--- src/rtl/cnt1_stream.sv ---
// Streaming population counter. Vectors arrive as one or more BUS_WIDTH-bit
// words. Each word is tail-masked, forwarded with a fixed latency, and
// popcounted. The per-vector total comes out alongside the vector's last word.
module cnt1_stream #(
  parameter int unsigned BUS_WIDTH        = 512,
  parameter int unsigned MAX_VECTOR_WIDTH = 2048,
  parameter int unsigned CNT_PIPE         = 3,
  parameter int unsigned CFG_WIDTH        = $clog2(MAX_VECTOR_WIDTH + 1)
) (
  input  logic                 clk,
  input  logic                 rst,
  input  logic [BUS_WIDTH-1:0] i_Vector,
  input  logic                 i_Valid,
  input  logic [CFG_WIDTH-1:0] i_CfgWidth,
  output logic [BUS_WIDTH-1:0] o_SubVector,
  output logic                 o_Valid,
  output logic                 o_Last,
  output logic [CFG_WIDTH-1:0] o_Cnt,
  output logic                 o_CntNew
);

  localparam int unsigned MaxWords  = (MAX_VECTOR_WIDTH + BUS_WIDTH - 1) / BUS_WIDTH;
  localparam int unsigned WordIdxW  = (MaxWords > 1) ? $clog2(MaxWords) : 1;
  localparam int unsigned PcntW     = $clog2(BUS_WIDTH + 1);
  // The tree has one leaf level plus CNT_PIPE-1 adder levels, one register each.
  localparam int unsigned NumChunks = 1 << (CNT_PIPE - 1);
  localparam int unsigned ChunkW    = (BUS_WIDTH + NumChunks - 1) / NumChunks;
  localparam int unsigned PadW      = NumChunks * ChunkW;
  localparam int unsigned NumNodes  = 2 * NumChunks - 1;

  localparam logic [CFG_WIDTH-1:0] MaxW = CFG_WIDTH'(MAX_VECTOR_WIDTH);
  localparam logic [CFG_WIDTH-1:0] BusW = CFG_WIDTH'(BUS_WIDTH);

  typedef enum logic [0:0] {StIdle, StInVec} state_e;

  // ---------------------------------------------------------------------------
  // Word counter / vector framing
  // ---------------------------------------------------------------------------
  state_e                state_q, state_d;
  logic [WordIdxW-1:0]   idx_q, idx_d;
  logic [WordIdxW-1:0]   last_idx_q, last_idx_d;
  logic [CFG_WIDTH-1:0]  tail_q, tail_d;

  logic [CFG_WIDTH-1:0]  cfg_w;
  logic [WordIdxW-1:0]   cfg_last_idx;
  logic [CFG_WIDTH-1:0]  cfg_tail;

  logic                  in_vec;
  logic [WordIdxW-1:0]   cur_idx;
  logic [WordIdxW-1:0]   cur_last_idx;
  logic [CFG_WIDTH-1:0]  cur_tail;
  logic                  word_first;
  logic                  word_last;
  logic [BUS_WIDTH-1:0]  tail_mask;
  logic [BUS_WIDTH-1:0]  word_in;

  // Clamp the configured width and derive word count and tail length.
  always_comb begin
    cfg_w        = (i_CfgWidth == '0 || i_CfgWidth > MaxW) ? MaxW : i_CfgWidth;
    cfg_last_idx = WordIdxW'((cfg_w - 1'b1) / BusW);
    cfg_tail     = cfg_w - CFG_WIDTH'(cfg_last_idx) * BusW;
  end

  // Select live config (first word) or latched config (later words); mask the tail.
  always_comb begin
    in_vec       = (state_q == StInVec);
    cur_idx      = in_vec ? idx_q : '0;
    cur_last_idx = in_vec ? last_idx_q : cfg_last_idx;
    cur_tail     = in_vec ? tail_q : cfg_tail;
    word_first   = !in_vec;
    word_last    = (cur_idx == cur_last_idx);
    // cur_tail == BUS_WIDTH shifts every bit out, leaving an all-ones mask.
    tail_mask    = ~({BUS_WIDTH{1'b1}} << cur_tail);
    word_in      = '0;
    if (i_Valid) begin
      word_in = word_last ? (i_Vector & tail_mask) : i_Vector;
    end
  end

  // Next-state for the word counter; single-word vectors never leave StIdle.
  always_comb begin
    state_d    = state_q;
    idx_d      = idx_q;
    last_idx_d = last_idx_q;
    tail_d     = tail_q;
    if (i_Valid) begin
      unique case (state_q)
        StIdle: begin
          if (cfg_last_idx != '0) begin
            state_d    = StInVec;
            idx_d      = WordIdxW'(1);
            last_idx_d = cfg_last_idx;
            tail_d     = cfg_tail;
          end
        end
        StInVec: begin
          if (idx_q == last_idx_q) begin
            state_d = StIdle;
            idx_d   = '0;
          end else begin
            idx_d = idx_q + 1'b1;
          end
        end
        default: begin
          state_d = StIdle;
          idx_d   = '0;
        end
      endcase
    end
  end

  // Word counter state register.
  always_ff @(posedge clk or posedge rst) begin
    if (rst) begin
      state_q    <= StIdle;
      idx_q      <= '0;
      last_idx_q <= '0;
      tail_q     <= '0;
    end else begin
      state_q    <= state_d;
      idx_q      <= idx_d;
      last_idx_q <= last_idx_d;
      tail_q     <= tail_d;
    end
  end

  // ---------------------------------------------------------------------------
  // Pipelined popcount tree and matching side-band delay line
  // ---------------------------------------------------------------------------
  logic [PadW-1:0]      padded;
  logic [PcntW-1:0]     chunk_cnt [NumChunks];
  logic [PcntW-1:0]     node_q    [NumNodes];
  logic [BUS_WIDTH-1:0] data_q    [CNT_PIPE];
  logic [CNT_PIPE-1:0]  vld_q;
  logic [CNT_PIPE-1:0]  first_q;
  logic [CNT_PIPE-1:0]  last_q;

  // Leaf-level popcount of each chunk of the masked word.
  always_comb begin
    padded = PadW'(word_in);
    for (int c = 0; c < NumChunks; c++) begin
      chunk_cnt[c] = '0;
      for (int j = 0; j < ChunkW; j++) begin
        chunk_cnt[c] = chunk_cnt[c] + PcntW'(padded[c * ChunkW + j]);
      end
    end
  end

  // Heap-ordered adder tree (root at node 0) plus the data/flag delay line.
  always_ff @(posedge clk or posedge rst) begin
    if (rst) begin
      for (int n = 0; n < NumNodes; n++) begin
        node_q[n] <= '0;
      end
      for (int k = 0; k < CNT_PIPE; k++) begin
        data_q[k] <= '0;
      end
      vld_q   <= '0;
      first_q <= '0;
      last_q  <= '0;
    end else begin
      for (int n = 0; n < NumChunks - 1; n++) begin
        node_q[n] <= node_q[2 * n + 1] + node_q[2 * n + 2];
      end
      for (int c = 0; c < NumChunks; c++) begin
        node_q[NumChunks - 1 + c] <= chunk_cnt[c];
      end
      for (int k = CNT_PIPE - 1; k >= 1; k--) begin
        data_q[k]  <= data_q[k - 1];
        vld_q[k]   <= vld_q[k - 1];
        first_q[k] <= first_q[k - 1];
        last_q[k]  <= last_q[k - 1];
      end
      data_q[0]  <= word_in;
      vld_q[0]   <= i_Valid;
      first_q[0] <= i_Valid & word_first;
      last_q[0]  <= i_Valid & word_last;
    end
  end

  // ---------------------------------------------------------------------------
  // Accumulator and output register
  // ---------------------------------------------------------------------------
  logic                 pipe_vld;
  logic                 pipe_first;
  logic                 pipe_last;
  logic [CFG_WIDTH-1:0] word_cnt;
  logic [CFG_WIDTH-1:0] vec_sum;
  logic [CFG_WIDTH-1:0] acc_q, acc_d;
  logic [CFG_WIDTH-1:0] cnt_q, cnt_d;
  logic [BUS_WIDTH-1:0] sub_q, sub_d;
  logic                 out_vld_q, out_vld_d;
  logic                 out_last_q, out_last_d;

  // First word of a vector restarts the running sum; the last word publishes it.
  always_comb begin
    pipe_vld   = vld_q[CNT_PIPE-1];
    pipe_first = first_q[CNT_PIPE-1];
    pipe_last  = last_q[CNT_PIPE-1];
    word_cnt   = CFG_WIDTH'(node_q[0]);
    vec_sum    = (pipe_first ? '0 : acc_q) + word_cnt;

    acc_d      = acc_q;
    cnt_d      = cnt_q;
    sub_d      = pipe_vld ? data_q[CNT_PIPE-1] : '0;
    out_vld_d  = pipe_vld;
    out_last_d = pipe_vld & pipe_last;
    if (pipe_vld) begin
      acc_d = vec_sum;
    end
    if (pipe_vld && pipe_last) begin
      cnt_d = vec_sum;
    end
  end

  // Output and accumulator registers.
  always_ff @(posedge clk or posedge rst) begin
    if (rst) begin
      acc_q      <= '0;
      cnt_q      <= '0;
      sub_q      <= '0;
      out_vld_q  <= 1'b0;
      out_last_q <= 1'b0;
    end else begin
      acc_q      <= acc_d;
      cnt_q      <= cnt_d;
      sub_q      <= sub_d;
      out_vld_q  <= out_vld_d;
      out_last_q <= out_last_d;
    end
  end

  assign o_SubVector = sub_q;
  assign o_Valid     = out_vld_q;
  assign o_Last      = out_last_q;
  // The count updates exactly on last-word cycles, so the pulse shares o_Last's flop.
  assign o_CntNew    = out_last_q;
  assign o_Cnt       = cnt_q;

endmodule

--- config.mk ---
export PLATFORM = sky130hd
export DESIGN_NAME = cnt1_stream
export DESIGN_NICKNAME = d
export VERILOG_FILES = /design/src/rtl/cnt1_stream.sv
export SDC_FILE = /design/constraint.sdc
export NUM_CORES = 2
export LEC_CHECK = 0
export ABC_AREA = 1
export CELL_PAD_IN_SITES_DETAIL_PLACEMENT = 1
export CELL_PAD_IN_SITES_GLOBAL_PLACEMENT = 1
export CORE_ASPECT_RATIO = 1.5
export CORE_UTILIZATION = 45
export CTS_CLUSTER_SIZE = 30
export DETAILED_ROUTE_END_ITERATION = 6
export DONT_BUFFER_PORTS = 1
export PLACE_DENSITY = 0.75
export SLEW_MARGIN = 20
export SYNTH_ARGS = -nofsm -noshare
export SYNTH_HDL_FRONTEND = slang
export SYNTH_SLANG_ARGS = --single-unit
--- constraint.sdc ---
create_clock -name clk -period 95.8 [get_ports clk]
set_input_delay 9.58 -clock clk [delete_from_list [all_inputs] [get_ports clk]]
set_output_delay 9.58 -clock clk [all_outputs]
set_load 0.005 [all_outputs]
Yosys cells after proc, flatten, opt, wreduce, memory -nomap -nowiden
Cells that the tools add are included.
W data, S select, Z words.
{"block": "word_totals", "register_bits": 2170, "input_bits": 527, "output_inout_bits": 527, "word_cells": 569}
{"block": "classes", "add_sub_neg": 515, "n_lt_le_gt_ge": 1, "n_eq_ne": 3, "shifts": 1, "n_mux": 14, "n_bitwise": 6, "n_reduce_logical": 7}
{"operator": "$add A10 B1 Y10", "n": 472}
{"operator": "$mux W512", "n": 3}
{"operator": "$and A512 B512 Y512", "n": 1}
{"operator": "$not A512 Y512", "n": 1}
{"operator": "$shl A512 B12 Y512 const A", "n": 1}
{"operator": "$add A9 B1 Y10", "n": 4}
{"operator": "$add A8 B1 Y9", "n": 4}
{"operator": "$mux W12", "n": 3}
{"operator": "$add A7 B1 Y8", "n": 4}
{"operator": "$add A10 B10 Y10", "n": 3}
{"operator": "$add A6 B1 Y7", "n": 4}
{"operator": "$add A5 B1 Y6", "n": 4}
{"operator": "$add A4 B1 Y5", "n": 4}
{"operator": "$add A3 B1 Y4", "n": 4}
{"operator": "$add A12 B10 Y12", "n": 1}
{"operator": "$add A2 B1 Y3", "n": 4}
{"operator": "$gt A12 B12 Y1 const B", "n": 1}
{"operator": "$logic_not A12 Y1", "n": 1}
{"operator": "$sub A12 B11 Y12", "n": 1}
{"operator": "$sub A11 B1 Y11 const B", "n": 1}
{"operator": "$add A1 B1 Y2", "n": 4}
{"operator": "$mux W2", "n": 4}
{"operator": "$eq A2 B2 Y1", "n": 2}
{"operator": "$pmux W2 S2", "n": 1}
{"operator": "other kinds (12)", "n": 15}

Depth between registers and ports, before layout
{"block": "depth", "word_depth": 138, "ltp_mapped": 50, "ltp_nobuf": 49}

Least setup slack after synthesis
OpenSTA, ideal clock, no wires.
{"block": "synth_timing", "path_type": "input port to flip-flop", "startpoint": "input port i_CfgWidth[2]", "endpoint": "register node_q[6] in the netlist's numbering", "setup_time_ns": 0.122, "arrival_ns": 18.230, "required_time_ns": 95.678, "setup_slack_ns": 77.449, "stages": 41, "path_buffers": 1, "cell_sequence": "nor2_1 -> nand2_1 -> nor2_2 -> nand3_1 -> nand2_2 -> o31ai_2 -> nand2_1 -> inv_1 -> ha_1 -> xor2_1 -> nand2_1 -> o21ai_0 -> inv_1 -> nand3_4 -> nor2_2 -> nor2_2 -> buf_2 -> nand2_1 -> (+5 left out) -> fa_1 -> inv_1 -> fa_1 -> inv_1 -> fa_1 -> fa_1 -> fa_1 -> fa_1 -> fa_1 -> inv_1 -> fa_1 -> inv_1 -> fa_1 -> a31oi_1 -> nor2_1 -> o21ai_0 -> nand2_1 -> xor2_1"}
{"element": "from (decl)", "line": "14", "rtl": "input logic [CFG_WIDTH-1:0] i_CfgWidth,"}
{"element": "to (signal, indexed assignment)", "line": "163", "rtl": "node_q[n] <= node_q[2 * n + 1] + node_q[2 * n + 2];"}
{"element": "to (signal, indexed assignment)", "line": "166", "rtl": "node_q[NumChunks - 1 + c] <= chunk_cnt[c];"}
{"element": "to (decl)", "line": "132", "rtl": "logic [PcntW-1:0] node_q [NumNodes];"}

==> summary.txt <==
Post-synthesis net count - 8,076
DP HPWL - 280 mm
Starting density of the core - 0.454
First-pass GRT wire length - 481 mm
Most used cell, CP - fa_1
DRC Markers - 0
Clock Tree Buf Depth - 4
Total Neg Setup Slack - 0 ns
Area growth syn-to-layout - 11.8%
Synth Area in Simple Gates - 0.0972
Synthesized netlist cell count - 6,949
TritonCTS clock tree - built
Measured slew at the worst slew-check pin - 1.34 ns
Cell variety after synth - 54
Placed cells - 9,206
Post-Synth XOR/XNOR Area - 0.00549
Hold Vio Cnt, Final - 0
Initial DRC Count - 5,253
Number of vias per cell - 5.38
Setup CP Type - primary input to register
Die ar. - 186,000 µm²
FFs w/ async S/R, synth - 1.00
Grt total ovfl - 0
Final-stage net count - 8,110
Critical Path End Type - register
Die X-Extent - 353 µm
Post-route clock period utilization - 0.213
Worst-Skew Late Latency - 0.87 ns
Syn_area_per_cell - 11.9 µm²
Slew HR - 0.107
#FFs+latches synth - 2,160
Kind of start point of the critical path - primary input
Routed WL - 355 mm
GRT Util Overall - 0.385
Outcome - finished clean
Clock slew at the register clock pins of the worst setup and hold paths - 0.07 ns
Number of synthesis warnings - 0
Compound-Gate Fraction of Synth Area - 0.0330
Row count - 192
Post-Syn Area - 83,000 µm²
Final min period - 20.41 ns
Chip height - 528 µm
# resized after CTS - 0
Layout Cells excl Fill - 9,640
Clk sinks - 2,160
Final Setup Violations - 0
Synth Flop Type - dfrtp_1
Pin count of the biggest net entering global routing - 224
Slew Limit Fails - 0
Port Buf Inserts - 0
Post-synth EDFFs - 0
Maxcap violations - 0
Critical-path cell with the highest stage delay - buf_4
Post-CTS Setup Inserts - 0
Core area - 183,000 µm²
CP required - 96.54 ns
R2R Setup Slk - 83.49 ns
Hold buffers post-CTS - 0
Largest family of logic cells by synthesized area - adder cells
Root buf cell - clkbuf_16
Worst Hold Class - register to register
Arrival time at the worst endpoint - 21.15 ns
Post-route ant nets - 0
Pre-Repair DR Iteration Count - 5
Sequential area share after synthesis - 0.651
Vias - 51,887
Unrepaired setup endpoints after global routing - false
Wire per inst - 36.9 µm
Placer congestion estimate - 1.01
H-Tree Depth - 4
IO Count - 1,054
Fraction of layout cells with a size suffix above 1 - 0.0687
CP Max Fanout - 57
Post-synthesis adder-cell area fraction - 0.132
Fmax - 49.0 MHz
Antenna violations before repair - 147
Largest stage delay, worst path - 0.72 ns
Vias in the first global route - 57,206
CTS Buf Count - 198
Worst Skew - 0.0687 ns
Mux share of post-synthesis cell area - 0.000136
Yosys cell counts, types with 6 or more instances:
library cell,n,area (µm²)
inv_2,14,52.6
o211ai_2,11,138
o21ai_1,23,115
nor3_1,22,110
dfrtp_1,2160,54100
nand2_2,11,68.8
o21bai_1,27,203
fa_1,464,9290
o21ai_0,78,390
buf_6,6,67.6
xor2_1,40,350
clkbuf_1,123,462
a31oi_1,12,75.1
xnor2_1,12,105
buf_4,9,67.6
o211ai_1,45,338
nor2_2,14,87.6
buf_1,31,116
nor2_1,304,1140
nand2_1,1198,4500
inv_1,1483,5570
a21oi_1,226,1130
o21ai_2,9,78.8
buf_2,68,340
ha_1,136,1700
nand4_1,62,388
nand3_1,298,1490
path summary, 6_finish.rpt:
path,from,cells after the start,to
min in group asynchronous,rst,1,o_SubVector[131]$_DFF_PP0_
max in group asynchronous,rst,8,data_q[96]$_DFF_PP0_
setup reg to reg,in_vec$_DFFE_PP0P_,31,node_q[36]$_DFF_PP0_
hold reg to reg,data_q[1525]$_DFF_PP0_,0,data_q[1013]$_DFF_PP0_
setup / recovery,i_CfgWidth[2],42,node_q[6]$_DFF_PP0_
hold / removal,data_q[1525]$_DFF_PP0_,0,data_q[1013]$_DFF_PP0_
logic make-up (layout without fill, tap and decap cells):
| group | after synthesis | after routing |
|---|---|---|
| and+or+nand+nor | 1940 | 1940 |
| other | 0 | 84 |
| buffers and inverters | 1737 | 1919 |
| DFF | 2160 | 2160 |
| adders and majority gates | 600 | 600 |
| AOI/OAI and AO/OA | 459 | 459 |
| xor gates and xnor gates | 52 | 52 |
| muxes | 1 | 1 |
metrics by stage:
step           setup slack (ns)  cell area, µm²  hold slack [ns]  utilization
2_1_floorplan             25.20           83000            0.331            -
3_3_place_gp              74.64           85700            0.332        0.469
3_5_place_dp              74.66           85700            0.336        0.469
4_1_cts                   75.49           92500            0.304        0.506
5_1_grt                   74.82           92700            0.314        0.507
6_report                  75.39           92800            0.313        0.508
per-layer routing:
layer  GRT usage  vias to the layer above  part of all wire
li1            -                    20700                 -
met1       0.443                    27587              0.35
met2       0.614                     2601              0.47
met3       0.143                      883              0.10
met4       0.230                      116             0.067
met5           0                        -            0.0022
worst max-delay path, delay by kind of cell:
kind	cells	cell delay, ns
buf+inv	10	2.47
fa+ha+maj	12	5.90
compound gates	4	0.66
xor+xnor	2	0.35
simple gates	14	2.10
flip-flops by register name (all words and copies together) (netlist names):
name         count
acc_q           12
o_Cnt           12
o_Valid          1
idx_q            2
o_CntNew         1
last_idx_q       2
first_q          3
o_SubVector    512
data_q        1536
in_vec           1
tail_q          12
last_q           3
node_q          60
vld_q            3
final cells by class:
cell class	instances	area (µm²)
antenna	84	210
sequential	2160	54100
timing repair buffer	71	671
inverter	1500	5650
clock buffer	270	5690
fill	18860	90000
clock inverter	78	1130
tap	2425	3030
multi-input combinational	3052	22300
cells in the final DEF (no fill, tap or decap), types with 6 or more instances in the layout:
cell / Yosys / routed
ha_1: 136 / 136
o21bai_1: 27 / 27
inv_1: 1483 / 1480
nor2_2: 14 / 15
xor2_1: 40 / 40
nor3_2: 4 / 6
buf_6: 6 / 6
a31oi_1: 12 / 12
diode_2: 0 / 84
a21oi_1: 226 / 226
clkbuf_8: 0 / 42
fa_1: 464 / 464
inv_6: 0 / 9
clkinv_2: 0 / 28
inv_2: 14 / 12
o21ai_2: 9 / 9
nand4_1: 62 / 62
nand3_1: 298 / 298
bufinv_16: 0 / 24
nand2_1: 1198 / 1198
buf_12: 0 / 6
nor3_1: 22 / 20
dfrtp_1: 2160 / 2159
o211ai_1: 45 / 45
nor2_1: 304 / 302
xnor2_1: 12 / 12
clkbuf_16: 0 / 200
o21ai_1: 23 / 22
o21ai_0: 78 / 76
clkbuf_1: 123 / 28
buf_4: 9 / 57
clkinvlp_4: 0 / 9
o211ai_2: 11 / 11
nand2_2: 11 / 10
Power is left out: the tool's default activity adds up to more than one toggle a clock period on the data nets, which glitch-free logic cannot reach.
